--- src/rtl/key_pkg.sv ---
// Shared types and default timing for the push-button input path.
// Default timings assume the 125 MHz system clock.
package key_pkg;

    typedef enum logic [1:0] {
        IDLE       = 2'd0,
        PRESS_DB   = 2'd1,
        HELD       = 2'd2,
        RELEASE_DB = 2'd3
    } key_state_t;

    localparam int unsigned KEY_DB_20MS        = 32'd2_500_000;
    localparam int unsigned KEY_REP_START_0S5  = 32'd62_500_000;
    localparam int unsigned KEY_REP_PERIOD_0S1 = 32'd12_500_000;

endpackage

--- src/rtl/sync_2ff.sv ---
// Two-flop synchroniser for a single asynchronous level.
// RST_VAL sets the value both flops take on reset.
module sync_2ff #(
    parameter bit RST_VAL = 1'b0
) (
    input  logic clk,
    input  logic rst,
    input  logic d,
    output logic q
);

    logic meta_q, meta_d;
    logic sync_q, sync_d;

    always_comb begin
        meta_d = d;
        sync_d = meta_q;
    end

    always_ff @(posedge clk) begin
        if (rst) begin
            meta_q <= RST_VAL;
            sync_q <= RST_VAL;
        end else begin
            meta_q <= meta_d;
            sync_q <= sync_d;
        end
    end

    assign q = sync_q;

endmodule

--- src/rtl/key_debounce.sv ---
// Push-button conditioner: synchronise, debounce, emit level and press/release strobes.
// Hold auto-repeat strobes are built only when KEY_REPEAT_EN is defined.
module key_debounce
    import key_pkg::*;
#(
    parameter int unsigned DB_CNT_MAX    = KEY_DB_20MS,
    parameter int unsigned REPEAT_START  = KEY_REP_START_0S5,
    parameter int unsigned REPEAT_PERIOD = KEY_REP_PERIOD_0S1,
    parameter bit          ACTIVE_HIGH   = 1'b1
) (
    input  logic clk,
    input  logic rst,
    input  logic key_in,
    output logic key_level,
    output logic press_pulse,
    output logic release_pulse,
    output logic repeat_pulse
);

    if (DB_CNT_MAX == 0 || REPEAT_START == 0 || REPEAT_PERIOD == 0) begin : g_bad_param
        $error("key_debounce: timing parameters must be >= 1");
    end

    localparam logic [31:0] DB_LAST = 32'(DB_CNT_MAX - 1);

    logic key_norm;
    logic key_sync;

    // After this XOR, 1 always means pressed regardless of board wiring.
    assign key_norm = key_in ^ ~ACTIVE_HIGH;

    sync_2ff #(.RST_VAL(1'b0)) u_sync (
        .clk (clk),
        .rst (rst),
        .d   (key_norm),
        .q   (key_sync)
    );

    key_state_t  state_q, state_d;
    logic [31:0] cnt_q, cnt_d;
    logic        db_done;
    logic        press_q, press_d;
    logic        release_q, release_d;
    logic        level_q, level_d;

    assign db_done = (cnt_q == DB_LAST);

    always_ff @(posedge clk) begin
        if (rst) begin
            state_q <= IDLE;
            cnt_q   <= '0;
        end else begin
            state_q <= state_d;
            cnt_q   <= cnt_d;
        end
    end

    always_comb begin
        state_d = state_q;
        cnt_d   = cnt_q;
        case (state_q)
            IDLE: begin
                if (key_sync) begin
                    state_d = PRESS_DB;
                    cnt_d   = '0;
                end
            end
            PRESS_DB: begin
                if (!key_sync) begin
                    state_d = IDLE;
                    cnt_d   = '0;
                end else if (db_done) begin
                    state_d = HELD;
                    cnt_d   = '0;
                end else begin
                    cnt_d = cnt_q + 32'd1;
                end
            end
            HELD: begin
                if (!key_sync) begin
                    state_d = RELEASE_DB;
                    cnt_d   = '0;
                end
            end
            RELEASE_DB: begin
                if (key_sync) begin
                    state_d = HELD;
                    cnt_d   = '0;
                end else if (db_done) begin
                    state_d = IDLE;
                    cnt_d   = '0;
                end else begin
                    cnt_d = cnt_q + 32'd1;
                end
            end
            default: begin
                state_d = IDLE;
                cnt_d   = '0;
            end
        endcase
    end

    // Strobes fire on the edge that completes a debounce; the level follows one cycle later.
    always_comb begin
        press_d   = (state_q == PRESS_DB) && key_sync && db_done;
        release_d = (state_q == RELEASE_DB) && !key_sync && db_done;
        level_d   = level_q;
        if (press_q) begin
            level_d = 1'b1;
        end else if (release_q) begin
            level_d = 1'b0;
        end
    end

    always_ff @(posedge clk) begin
        if (rst) begin
            press_q   <= 1'b0;
            release_q <= 1'b0;
            level_q   <= 1'b0;
        end else begin
            press_q   <= press_d;
            release_q <= release_d;
            level_q   <= level_d;
        end
    end

    assign key_level     = level_q;
    assign press_pulse   = press_q;
    assign release_pulse = release_q;

`ifdef KEY_REPEAT_EN
    localparam logic [31:0] REP_START_LAST  = 32'(REPEAT_START - 1);
    localparam logic [31:0] REP_PERIOD_LAST = 32'(REPEAT_PERIOD - 1);

    logic [31:0] hold_cnt_q, hold_cnt_d;
    logic        rep_phase_q, rep_phase_d;
    logic        repeat_q, repeat_d;
    logic        hold_hit;

    // rep_phase selects between the initial delay and the steady repeat period.
    assign hold_hit = (hold_cnt_q == (rep_phase_q ? REP_PERIOD_LAST : REP_START_LAST));

    always_comb begin
        hold_cnt_d  = hold_cnt_q;
        rep_phase_d = rep_phase_q;
        repeat_d    = 1'b0;
        case (state_q)
            IDLE: begin
                hold_cnt_d  = '0;
                rep_phase_d = 1'b0;
            end
            HELD: begin
                if (hold_hit) begin
                    hold_cnt_d  = '0;
                    rep_phase_d = 1'b1;
                    repeat_d    = 1'b1;
                end else begin
                    hold_cnt_d = hold_cnt_q + 32'd1;
                end
            end
            default: begin
                // Bounce in RELEASE_DB holds the schedule where it is.
                hold_cnt_d = hold_cnt_q;
            end
        endcase
    end

    always_ff @(posedge clk) begin
        if (rst) begin
            hold_cnt_q  <= '0;
            rep_phase_q <= 1'b0;
            repeat_q    <= 1'b0;
        end else begin
            hold_cnt_q  <= hold_cnt_d;
            rep_phase_q <= rep_phase_d;
            repeat_q    <= repeat_d;
        end
    end

    assign repeat_pulse = repeat_q;
`else
    assign repeat_pulse = 1'b0;
`endif

endmodule
--- config.mk ---
export PLATFORM = sky130hd
export DESIGN_NAME = key_debounce
export DESIGN_NICKNAME = d
export VERILOG_FILES = /design/src/rtl/key_pkg.sv /design/src/rtl/sync_2ff.sv /design/src/rtl/key_debounce.sv
export SDC_FILE = /design/constraint.sdc
export NUM_CORES = 1
export LEC_CHECK = 0
export ABC_CLOCK_PERIOD_IN_PS = 2000
export BUFFER_PORTS_ARGS = -buffer_cell sky130_fd_sc_hd__clkbuf_2
export CORE_MARGIN = 4
export CORE_UTILIZATION = 30
export CTS_CLUSTER_SIZE = 16
export DETAILED_ROUTE_END_ITERATION = 6
export HOLD_SLACK_MARGIN = 0.08
export PLACE_DENSITY = 0.48
export SLEW_MARGIN = 20
export SYNTH_ARGS = -nofsm -noshare
export SYNTH_HDL_FRONTEND = slang
export SYNTH_SLANG_ARGS = --single-unit
--- constraint.sdc ---
create_clock -name clk -period 2 [get_ports clk]
set_input_delay 0.4 -clock clk [delete_from_list [all_inputs] [get_ports clk]]
set_output_delay 0.4 -clock clk [all_outputs]
set_load 0.03 [all_outputs]
==> results.md, run 1 <==
- Die width: roughly 92 um
- Switching fraction of total power: about a quarter
- Vias in the first global route: 1812
- CP max-delay cell: or4b_1
- Max Transition Viols Final: 0
- Min-Delay Startpoint: key_in
- Net Sw Power: roughly 0.33 mW
- Synth unique cells: 54
- Latest clock arrival within the worst-skew pair: a little under 300 ps
- Synth Warn #: 0
- RSZ-0062 raised after global routing: no
- Nets@finish: ~270
- Rows: 30
- Hold worst-path end: u_sync.meta_q
- Cell taking the most area after synthesis: dfxtp_1
- Seq pwr share: 57.6%
- Largest net degree at the start of global routing: 19
- Initial antenna violation count: 0
- Combinational share of power: under 10%
- Worst r2r path cells: 6
- Lkg Pwr: around 0.85 nW
- Syn Nets: 252
- P&R area growth vs syn: 15.2%
- Fillcell total: 740
- Share of layout cells above drive strength 1: a little under a fifth
- Pwr Density: around 560 mW/mm^2
- Finished Layout Cells: 365
- Max Fclk: around 0.54 GHz
- Place WS: around 83 ps
- GRT Overall Usage: roughly an eighth
- Top post-synthesis cells by area: dfxtp_1 37%, xnor2_1 4.1%, nor2_1 3.9%
- # DRC: 0
- WP data arrival: 2070 ps
- First drt pass iteration count: 4
- Flop2flop setup slack: approximately 160 ps
- Max Cap Viol: 0
- Core area: slightly below 0.007 mm^2
- Placed Area: ~0.0023 mm^2
- Setup crit start kind: register
- Setup tns final: 0 ps
- Synth async-reset ratio: 0%
- Post-synth top area share: 36.8%
- Post-Place Cells: 357
- Yosys reg bits: 39
- Clock skew: about 7.7 ps
- Root Buffer: clkbuf_8
- Crit path capture type: register
- Reg clk slew, reported paths: ~80 ps
- Worst setup margin: about 160 ps
- HPWL Detailed: about 3900 um
- Avg WL per Cell: ~15 um
- Starting Density: 31.0%
- Mean number of vias per cell: 5.17
- Final RePlAce weighted congestion: 0.811
- CP Class: register to register
- WL final: between 5000 and 6000 um
- CP peak stage delay: ~520 ps
- Worst reg2reg startpoint: cnt_q[0]
- Final Hold Viols: 0
- Setup-failing EPs final: 0
- Number of flops mapped to enable cells by yosys: 0
- Post_cts resized: 0
- Vias: about 1900
- DRT iter0 DRCs: 124
- Max VDD drop: around 0.19 mV
- RR Endpoint: cnt_q[28]
- Crit path max fanout: 5
- ANT cells: 0
- Hold-fix buffers at CTS: 0
- Internal Power: about 1.0 mW
- H-tree depth: 2
- Final period util: 92.1%
- Hold path depth: 2
- Overflow after GRT: 0
- Top FF cell, synth: dfxtp_1
- Outcome: completed
- Syn Inst Count: roughly 250
- Seq/Total Area, Yosys: 36.8%
- Tmin final: between 1500 and 2000 ps
- DIE AREA: roughly 0.0085 mm^2
- Power share of the clock group: roughly two fifths
- CTS tree: done
- Boundary pin count: 7
- Post-CTS Setup Bufs: 0
- Hold Crit Class: input pin to register
- TritonCTS Buffers: 5
- Clk buf depth: 2
- Die height: between 90 and 100 um
- IO Port Bufs: 5
- Worst path cell trace: ha_2 -> nand4_4 -> nor4_4 -> nand4_1 -> or4b_1 -> nand3_1
- Final core occ: between 30% and 40%
- Routed Antenna Nets: 0
- Avg Inst Size Synth: 8.55 um^2
- Clk sink count: 39
- First-pass GRT wire length: about 9000 um
- Design area: approximately 0.0024 mm^2
- Post-Syn Area: about 0.0021 mm^2
- Req. time, crit path: roughly 2200 ps
-- registers in the layout, summed over array words and instances, names as in the netlist, named ones only --
name,count
key_level,1
u_sync.q,1
u_sync.meta_q,1
cnt_q,32
state_q,1
release_pulse,1
press_pulse,1
-- metrics by stage --
step                      total power, mW  hold WS [ps]
final                                1.37           321
after global routing                 1.43           321
after CTS                            1.40           308
after detailed placement            0.864           430
after global placement              0.864           415
after floorplan                     0.841           414
-- critical path: cells and delay by family, from the launching register on --
kind	cells	cell delay (ps)
flip-flops	1	340
adder cells (fa/ha/maj)	1	230
AND/OR/NAND/NOR	5	1210
-- Yosys cell counts, drive strengths merged, types with 3 or more instances --
cell	number
inv	7
nor3	7
nor2	22
a31oi	13
a21oi	14
a41oi	3
and3	4
nand2	21
nor4	10
nand4	7
o21ai	10
clkbuf	3
and4	8
buf	9
nor4b	7
xnor2	10
dfxtp	39
nand3	14
-- layout make-up --
| type | instances | area [um^2] | area share (%) |
|---|---|---|---|
| Clock inverter | 3 | 15.0 | 0.615 |
| Timing Repair Buffer | 26 | 183 | 7.48 |
| Clock buffer | 5 | 68.8 | 2.82 |
| Inverter | 7 | 26.3 | 1.08 |
| Multi-Input combinational cell | 189 | 1250 | 51.1 |
| Sequential cell | 39 | 781 | 32.0 |
| Tap cell | 96 | 120 | 4.92 |
-- placed cells by master, fill, tap and decap left out, types with 2 or more instances in the layout --
| cell | instances |
|---|---|
| nand3_1 | 13 |
| buf_4 | 21 |
| inv_1 | 7 |
| nor3_1 | 7 |
| xor2_1 | 2 |
| and3_1 | 4 |
| nor2b_1 | 2 |
| or3_1 | 2 |
| o21ai_0 | 10 |
| clkbuf_2 | 5 |
| clkbuf_8 | 5 |
| a41oi_1 | 3 |
| and3b_1 | 2 |
| nand4_4 | 2 |
| nor2_1 | 22 |
| dfxtp_1 | 39 |
| o31a_1 | 2 |
| clkinv_2 | 3 |
| and4_2 | 3 |
| and4_1 | 5 |
| or4_1 | 2 |
| a22o_1 | 2 |
| nand2_1 | 21 |
| a21oi_1 | 12 |
| nand4_1 | 5 |
| nor4bb_1 | 2 |
| nand3b_1 | 2 |
| nand2b_1 | 2 |
| or2_2 | 2 |
| nor4b_1 | 5 |
| a31oi_1 | 13 |
| xnor2_1 | 10 |
| nor4_1 | 9 |
| nor4b_2 | 2 |
| nand4b_1 | 2 |
-- metal layers --
layer,global-route usage (%),vias to the layer above,part of all wire (%)
met1,17.3,883,49
met2,22.2,27,47
met4,4.08,0,1.3
met5,0,-,0
li1,-,970,-
met3,2.46,6,3.2
-- logic make-up (layout without fill, tap and decap cells) --
family / count (synthesis) / in the layout / share of synthesized area, %
AO/OA/AOI/OAI: 53 / 53 / 16.6
other: 1 / 1 / 0.177
flip-flops: 39 / 39 / 36.8
adder cells (fa/ha/maj): 1 / 1 / 0.590
multiplexers: 1 / 1 / 0.472
XOR/XNOR: 12 / 12 / 4.96
AND/OR/NAND/NOR: 121 / 121 / 34.8
buffers and inverters: 20 / 41 / 5.61
-- power groups by stage --
stage                     sequential (mW)  combinational [mW]  clock, mW
final                               0.787              0.0591      0.520
after global routing                0.788              0.0661      0.573
after CTS                           0.787              0.0593      0.550
after detailed placement            0.805              0.0589          0
after global placement              0.805              0.0589          0
after floorplan                     0.804              0.0373          0
-- worst max path at each step --
stage,startpoint,to,slack [ps],depth (start not counted)
3_5_place_dp,cnt_q[0],cnt_q[28],80,6
6_report,cnt_q[0],cnt_q[28],160,6
5_1_grt,cnt_q[1],cnt_q[22],10,6
3_3_place_gp,cnt_q[0],cnt_q[22],120,6
2_1_floorplan,cnt_q[0],cnt_q[28],3,6
4_1_cts,cnt_q[0],cnt_q[28],70,6
Note: power is estimated with default switching activity, not from simulation.
==> inputs of run 2 (changes only) <==
- ABC_AREA: unset -> 1
==> run 2 against run 1 <==
Sequential share of layout area is 1.4 points lower; fmax is 6.2% higher; critical path depth is 2 higher; combinational power grew to 3.0 times the previous value; power is 11% higher; synthesized cell count is 51% higher; routed wire length is 14% higher; sequential power hardly changed; clock power is 6.2% higher; hold slack worse by 26 ps.
==> results.md, run 2 <==
- Mux cell area share after synthesis: 0% (-0.47 points)
- Xor/xnor share of the synthesized area: 1.13% (-3.8 points)
- Max reg flops: 32 (unchanged)
- Syn Nets: 379 (+50%)
- Clk sink count: 39 (unchanged)
- Hold Crit Class: input pin to register
- Post-Syn Area: 0.00232 mm^2 (+9.7%)
- Vias: 2267 (+20%)
- Max Transition Viols Final: 0 (unchanged)
- Hold_ws: 295 ps (-26.1 ps)
- Place WS: 264 ps (+181 ps)
- Critical Path Source: cnt_q[1]
- P&R area growth vs syn: 10.0%
- Placed Area: 0.00247 mm^2 (+5.8%)
- Final Hold Viols: 0 (unchanged)
- Die height: 96.0 um (+4.3%)
- Yosys reg bits: 39 (unchanged)
- Synth async-reset ratio: 0% (unchanged)
- Syn Inst Count: 375 (+51%)
- Adder-cell share of the synthesized area: 0.538% (-0.052 points)
- Avg WL per Cell: 12.5 um (-14%)
- Final period util: 86.7% (-5.4 points)
- Req. time, crit path: 2180 ps (-50 ps)
- Nets@finish: 390 (+43%)
- Pwr Total: 1.52 mW (+11%)
- Top FF cell, synth: dfxtp_1
- Count leader, synth: nand2_1
- Setup crit start kind: register
- Commonest non-fill, non-tap cell in the layout: nand2_1
- Most flop-heavy register: cnt_q
- Synth Warn #: 0 (unchanged)
- ANT cells: 0 (unchanged)
- Top post-synthesis cells by count: 110 x nand2_1, 58 x nor2_1, 49 x inv_1
- Setup tns final: 0 ps (unchanged)
- Mean number of vias per cell: 4.67 (-9.5%)
- Top post-synthesis cells by area: dfxtp_1 34%, nand2_1 18%, nor2_1 9.4%
- TritonCTS Buffers: 5 (unchanged)
- Overflow after GRT: 0 (unchanged)
- Number of flops mapped to enable cells by yosys: 0 (unchanged)
- Tmin final: 1730 ps (-108 ps)
- Worst r2r path cells: 8 (+2)
- Worst reg2reg startpoint: cnt_q[1]
- Clock skew: 11.3 ps (+3.60 ps)
- Outcome: completed
- Compound-Gate Fraction of Synth Area: 7.53% (-9.1 points)
- WL final: 6050 um (+14%)
- CTS tree: done
- Largest net degree at the start of global routing: 15 (-4)
- Die width: 96.0 um (+4.3%)
- Lkg Pwr: 0.946 nW (+11%)
- Post-synth top area share: 33.6% (-3.3 points)
- Share of layout cells above drive strength 1: 10.1% (-8.5 points)
- HPWL Detailed: 4660 um (+21%)
- Reg clk slew, reported paths: 70 ps (about the same)
- Min-Delay Startpoint: key_in
- Hold-fix buffers at CTS: 0 (unchanged)
- Vias in the first global route: 2117 (+17%)
- CP Class: register to register
- Boundary pin count: 7 (unchanged)
- Clk buf depth: 2 (unchanged)
- Largest family of logic cells by synthesized area: simple AND/OR/NAND/NOR gates
- Hold path depth: 3 (+1)
- Latest clock arrival within the worst-skew pair: 300 ps (about the same)
- Core area: 0.00741 mm^2 (+8.4%)
- Max VDD drop: 0.275 mV (+44%)
- Synth Area in Simple Gates: 46.3% (+12 points)
- First drt pass iteration count: 4 (unchanged)
- Synth unique cells: 33 (-39%)
- Root Buffer: clkbuf_8
- Crit path max fanout: 5 (unchanged)
- IO Port Bufs: 5 (unchanged)
- DRT iter0 DRCs: 230 (+85%)
- Starting Density: 31.4% (+0.35 points)
- Design area: 0.00256 mm^2 (+4.7%)
- Crit path capture type: register
- Initial antenna violation count: 0 (unchanged)
- Seq/Total Area, Yosys: 33.6% (-3.3 points)
- RSZ-0062 raised after global routing: no
- Worst setup margin: 266 ps (+108 ps)
- Routed Antenna Nets: 0 (unchanged)
- DIE AREA: 0.00922 mm^2 (+8.8%)
- Avg Inst Size Synth: 6.20 um^2 (-27%)
- Final RePlAce weighted congestion: 0.876 (+8.0%)
- Setup-failing EPs final: 0 (unchanged)
- Post_cts resized: 0 (unchanged)
- Rows: 31 (+3.3%)
- Post-CTS Setup Bufs: 0 (unchanged)
- Max Fclk: 0.577 GHz (+6.2%)
- Most frequent cells in the layout: 110 x nand2_1, 58 x nor2_1, 49 x inv_1, 39 x dfxtp_1, 26 x nand3_1
- # DRC: 0 (unchanged)
- Pwr Density: 593 mW/mm^2 (+6.1%)
- First-pass GRT wire length: 10400 um (+14%)
- H-tree depth: 2 (unchanged)
- Cell taking the most area after synthesis: dfxtp_1
- WP data arrival: 1910 ps (-160 ps)
- Max Cap Viol: 0 (unchanged)
- GRT Overall Usage: 14.6% (+1.3 points)
## run 2: changes by cell type in the layout (fill, tap and decap cells not counted), moves of 5 or more
cell,previous run,this run
buf_4,21,7
nor2_1,22,58
a31oi_1,13,2
nand3_1,13,26
inv_1,7,49
a21oi_1,12,19
nor2_2,0,5
nor4_1,9,2
nor3_1,7,18
xnor2_1,10,1
and4_1,5,0
nand2_1,21,110
nor4b_1,5,0
## run 2: critical path: stages, from the launching register on
cell and delay [ps]:
dfxtp_1 370, ha_1 240, nand2_2 80, nor2_4 160, nand3_1 170, nor2_2 210, nand3_1 140, o21ai_0 180
a21oi_1 80
## run 2: report_power, final
group | switching (mW) | internal [mW]
Combinational | 0.126 | 0.0501
Sequential | 0.00467 | 0.784
Clock | 0.281 | 0.271
Total | 0.412 | 1.11
## run 2: routing by layer
metal	part of all wire, %	global-route usage, %	vias up	wire, um
met3	3.6	3.05	9	219
met5	0	0	-	0
met1	50	19.8	1025	3040
met2	44	23.0	34	2680
met4	1.8	4.86	0	106
li1	-	-	1199	-
## run 2: area by class of cell
cell class / count / area (um^2)
Timing Repair Buffer: 12 / 77.6
Sequential cell: 39 / 781
Clock buffer: 6 / 82.6
Tap cell: 99 / 124
Clock inverter: 1 / 5.00
Inverter: 50 / 193
Fill cell: 828 / 4850
Multi-Input combinational cell: 278 / 1290
## run 2: final timing paths
kind,slack [ps],to
hold reg to reg,410,u_sync.q
setup reg to reg,270,cnt_q[28]
hold / removal,290,u_sync.meta_q
setup / recovery,270,cnt_q[28]
## run 2: cell families after synthesis
logic type | Yosys count
DFF | 39
AOI/OAI and AO/OA | 33
xor gates and xnor gates | 3
adders and majority gates | 1
and+or+nand+nor | 240
other | 1
buffers and inverters | 58
## run 2: through the flow
step	std cells	util, %
after floorplan	375	-
final	485	34.5
after detailed placement	478	33.3
after global placement	478	33.3
after global routing	485	34.5
after CTS	485	34.5
